[src/rtl/uart_receiver.sv]
// 8N1 UART receiver: oversampled serial line, mid-symbol sampling, one-entry
// ready/valid holding register with framing-error and overrun pulses.
module uart_receiver #(
  parameter int unsigned CLOCK_FREQ = 125_000_000,
  parameter int unsigned BAUD_RATE  = 115_200
) (
  input  logic       clk,
  input  logic       reset,
  input  logic       serial_in,
  output logic [7:0] data_out,
  output logic       data_out_valid,
  input  logic       data_out_ready,
  output logic       framing_error,
  output logic       overrun
);

  localparam int unsigned SymbolEdgeTime = CLOCK_FREQ / BAUD_RATE;
  localparam int unsigned SampleTime     = SymbolEdgeTime / 2;
  localparam int unsigned CntW           = $clog2(SymbolEdgeTime);

  localparam logic [CntW-1:0] SymLast    = CntW'(SymbolEdgeTime - 1);
  localparam logic [CntW-1:0] SampleLast = CntW'(SampleTime - 1);

  typedef enum logic [2:0] {
    StIdle,
    StStart,
    StData,
    StStop,
    StBreak
  } state_e;

  state_e state_q, state_d;

  logic            sync_q;
  logic            rx_q;
  logic [CntW-1:0] cnt_q;
  logic [2:0]      bit_idx_q;
  logic [7:0]      shift_q;

  logic [7:0] data_q;
  logic       valid_q;
  logic       framing_error_q;
  logic       overrun_q;

  logic sym_tick;
  logic shift_en;
  logic data_entry;
  logic stop_good;
  logic stop_bad;
  logic cnt_clr;
  logic load;

  // Two-flop synchronizer; resets to the idle (high) line level.
  always_ff @(posedge clk or negedge reset) begin
    if (!reset) begin
      sync_q <= 1'b1;
      rx_q   <= 1'b1;
    end else begin
      sync_q <= serial_in;
      rx_q   <= sync_q;
    end
  end

  always_ff @(posedge clk or negedge reset) begin
    if (!reset) begin
      state_q <= StIdle;
    end else begin
      state_q <= state_d;
    end
  end

  always_comb begin
    state_d = state_q;
    case (state_q)
      StIdle: begin
        if (!rx_q) state_d = StStart;
      end
      StStart: begin
        if (cnt_q == SampleLast) state_d = rx_q ? StIdle : StData;
      end
      StData: begin
        if (sym_tick && (bit_idx_q == 3'd7)) state_d = StStop;
      end
      StStop: begin
        // A good stop returns to idle mid-bit so the next start edge is not missed.
        if (sym_tick) state_d = rx_q ? StIdle : StBreak;
      end
      StBreak: begin
        if (rx_q) state_d = StIdle;
      end
      default: state_d = StIdle;
    endcase
  end

  always_comb begin
    sym_tick   = (cnt_q == SymLast);
    shift_en   = (state_q == StData) && sym_tick;
    data_entry = (state_q != StData) && (state_d == StData);
    stop_good  = (state_q == StStop) && sym_tick && rx_q;
    stop_bad   = (state_q == StStop) && sym_tick && !rx_q;
    cnt_clr    = (state_d != state_q) || shift_en;
  end

  always_ff @(posedge clk or negedge reset) begin
    if (!reset) begin
      cnt_q     <= '0;
      bit_idx_q <= '0;
      shift_q   <= '0;
    end else begin
      cnt_q <= cnt_clr ? '0 : cnt_q + 1'b1;
      if (data_entry) begin
        bit_idx_q <= '0;
      end else if (shift_en) begin
        bit_idx_q <= bit_idx_q + 3'd1;
      end
      if (shift_en) begin
        shift_q[bit_idx_q] <= rx_q;
      end
    end
  end

  // The holding register may accept a new byte in the same cycle it is drained.
  assign load = stop_good && (!valid_q || data_out_ready);

  always_ff @(posedge clk or negedge reset) begin
    if (!reset) begin
      data_q          <= '0;
      valid_q         <= 1'b0;
      framing_error_q <= 1'b0;
      overrun_q       <= 1'b0;
    end else begin
      if (load) begin
        data_q  <= shift_q;
        valid_q <= 1'b1;
      end else if (data_out_ready) begin
        valid_q <= 1'b0;
      end
      framing_error_q <= stop_bad;
      overrun_q       <= stop_good && !load;
    end
  end

  assign data_out       = data_q;
  assign data_out_valid = valid_q;
  assign framing_error  = framing_error_q;
  assign overrun        = overrun_q;

endmodule

[config.mk]
export PLATFORM = sky130hd
export DESIGN_NAME = uart_receiver
export DESIGN_NICKNAME = d
export VERILOG_FILES = /design/src/rtl/uart_receiver.sv
export SDC_FILE = /design/constraint.sdc
export NUM_CORES = 1
export LEC_CHECK = 0
export ABC_AREA = 0
export CAP_MARGIN = 20
export CORE_UTILIZATION = 60
export CTS_CLUSTER_SIZE = 8
export DETAILED_ROUTE_END_ITERATION = 8
export PLACE_DENSITY = 0.82
export SKIP_LAST_GASP = 1
export SLEW_MARGIN = 20
export SYNTH_ARGS = -nofsm -noshare
export SYNTH_HDL_FRONTEND = slang
export SYNTH_SLANG_ARGS = --single-unit
[constraint.sdc]
create_clock -name clk -period 5.15 [get_ports clk]
set_clock_uncertainty 0.1 [all_clocks]
set_input_delay 1.545 -clock clk [delete_from_list [all_inputs] [get_ports clk]]
set_output_delay 1.545 -clock clk [all_outputs]
set_load 0.01 [all_outputs]
==> reports/metrics.yaml <==
power_density_nw_per_um2: 251
start_util_pct: 64.5
critPathArrivalTime_ns: 1.25
critical_path_required_ns: 3.51
area_growth_pct: 12.0
gp_congestion: 0.774
slew_violations: 0
postCtsHoldBufs: 0
critPathKind: "reg2out"
cts_tree: "built"
dp_hpwl_um: 2080
final_nets: 179
fp.dieW_um: 56.9
p_int_mw: 0.404
max-clock-path-buffers: 2
slowest_delay_ns: 0.54
maxSlewHeadroom_pct: 46.6
seqPwrFrac_pct: 59.3
synth-main-ff-cell: "dfrtp_1"
hold_class: "reg2reg"
setup_viol: 0
syn_inst: 156
hold_violations: 0
crit_fanout: 2
tns_ns: 0
dr.pass1.iters: 6
violations: "design-rule violations"
period_share_pct: 56.2
root_buffer: "clkbuf_4"
coreArea_um2: 2810
ioPinCount: 15
antenna_left: 0
worstPathCellList: "clkdlybuf4s50_1"
worstHoldStart: "sync_q$_DFF_PN1_"
portBuffers: 14
drv_cap: 0
peakVddDrop_uv: 221
yosys.area.top_type_share_pct: 49.8
synth_top_cell_by_area: "dfrtp_1"
grt_pass1_wl_um: 5240
finalWirelength_um: 3050
p_clk_share_pct: 39.1
drt_iter0_markers: 28
antenna_found_initial: 0
clk_pin_slew_ns: 0.11
ys_ff_latch: 38
critical_path.top_delay_family: "buffers and inverters"
critPathLaunchType: "flop"
worstMarginPinSlew_ns: 0.800
regArea_um2: 953
gr-total-overflow: 0
cp-startpoint: "data_out[3]$_DFFE_PN0P_"
ctsResizeCount: 0
grt_pass1_vias: 1180
max_freq_mhz: 345
status: "finished with violations"
avgSynthCellArea_um2: 11.6
grt_max_degree: 39
p_sw_share_pct: 20.5
switchingPower_mw: 0.104
rsz0062_at_grt: "no"
synthTopCellsByArea: "dfrtp_1 50%, mux2_2 9.3%, nor2_1 3.9%"
rrSetupSlack_ns: 2.59
synth-seq-area-share_pct: 52.7
rows: 19
cts_buffers: 5
post-route-min-period_ns: 2.90
viasPerCell: 5.93
fillCellCount: 209
diodes: 0
cp_num_buf_inv: 1
num_vias: 1197
grt_usage_pct: 21.8
netlist_area_um2: 1810
regToRegStartpoint: "cnt_q[6]$_DFF_PN0_"
drc: 2
clock-sinks: 38
layout-drive-gt1-share_pct: 21.1
post_cts_buffers: 0
htreeDepth: 2
power_leakage_nw: 0.883
die_area_um2: 3240
wire_per_inst_um: 15.1
critPathCaptureType: "output pin"
final_util_pct: 72.3
synth_fp_nets: 165
async_flop_share_pct: 100
crit_slowest_cell: "clkdlybuf4s50_1"
yosys_warnings: 0
die_y_um: 56.9
synth_edf_count: 0
synth_cell_types: 39
combPwrFrac_pct: 1.6
multiInputGateArea_um2: 795
clkLatencyLatePin_ns: 0.34
==> path summary, 6_finish.rpt <==
kind	cells after the start	end
worst min register to register	0	rx_q$_DFF_PN1_
max in group asynchronous	1	data_out[4]$_DFFE_PN0P_
min in group asynchronous	1	cnt_q[8]$_DFF_PN0_
worst max-delay path	1	data_out[3]
worst max register to register	4	shift_q[2]$_DFFE_PN0P_
worst min-delay path	0	rx_q$_DFF_PN1_
==> cells in the mapped netlist (2+ instances only) <==
| master | n |
|---|---|
| xnor2_1 | 6 |
| nand4_1 | 3 |
| o31ai_1 | 2 |
| nor2_1 | 19 |
| a21oi_1 | 2 |
| dfstp_2 | 2 |
| and4bb_2 | 2 |
| dfrtp_1 | 36 |
| nand4b_1 | 4 |
| nand3_1 | 4 |
| ha_1 | 5 |
| nor3_1 | 5 |
| nand3b_1 | 2 |
| or3b_2 | 2 |
| nand2_1 | 9 |
| inv_1 | 7 |
| mux2_2 | 15 |
| clkbuf_1 | 5 |
| mux2i_1 | 2 |
| xor2_1 | 5 |
==> stage by stage <==
step | hold WS, ns | std cells | area [um2] | power, mW | setup slack, ns
CTS | 0.273 | 202 | 2030 | 0.513 | 2.24
finish | 0.270 | 202 | 2030 | 0.509 | 2.25
global route | 0.274 | 202 | 2030 | 0.526 | 2.20
global placement | 0.248 | 194 | 1950 | 0.315 | 2.23
detailed placement | 0.255 | 194 | 1950 | 0.316 | 2.16
floorplan | 0.245 | 156 | 1810 | 0.308 | 2.71
==> power groups by stage <==
stage / Combinational (mW) / Clock [mW] / Sequential [mW]
after floorplan: 0.00173 / 0 / 0.306
final: 0.00806 / 0.199 / 0.302
after CTS: 0.00864 / 0.203 / 0.302
after global placement: 0.00820 / 0 / 0.307
after detailed placement: 0.00868 / 0 / 0.307
after global routing: 0.00937 / 0.215 / 0.302
==> layout by cell type (no fill, tap or decap), types with 2 or more instances in the layout <==
master            n
nand4b_1          4
xor2_1            5
ha_1              5
and4bb_2          2
dfrtp_1          36
dfstp_2           2
xnor2_1           6
mux2_2           15
or3b_2            2
inv_1             7
a21oi_1           2
clkbuf_4          5
nor2_1           19
nand3b_1          2
nand3_1           4
o31ai_1           2
nor3_1            5
clkdlybuf4s50_1  13
nand2_1           9
nand4_1           3
mux2i_1           2
==> cells by family (layout without fill, tap and decap cells) <==
group	count (synthesis)	count (layout)	synth area share, %
flops	38	38	52.7
buf+inv	14	29	3.39
simple gates	62	62	20.9
compound gates	8	8	3.18
xor+xnor	11	11	5.32
fa+ha+maj	5	5	3.46
mux	18	18	11.1
==> flip-flops by register name, indices dropped and copies added, names as in the netlist <==
register        flops
cnt_q              11
data_out            8
shift_q             8
bit_idx_q           3
state_q             3
data_out_valid      1
framing_error       1
overrun             1
rx_q                1
sync_q              1
==> routing by layer <==
metal  wire, um  part of all wire [%]  GRT usage [%]  up-vias
met5          0                     0              0        -
met4         53                   1.7           8.36        0
met3        119                   3.9           6.91        8
met2       1510                    50           35.0       25
met1       1370                    45           27.7      595
li1           -                     -              -      569
==> cell type report <==
type / count / area share [%]
clock buffer: 6 / 2.04
timing repair buffer: 14 / 6.67
inverter: 7 / 1.30
tap: 31 / 1.91
clock inverter: 2 / 1.85
multi-input combinational: 104 / 39.2
sequential: 38 / 47.0
Note: power is estimated with default switching activity, not from simulation.
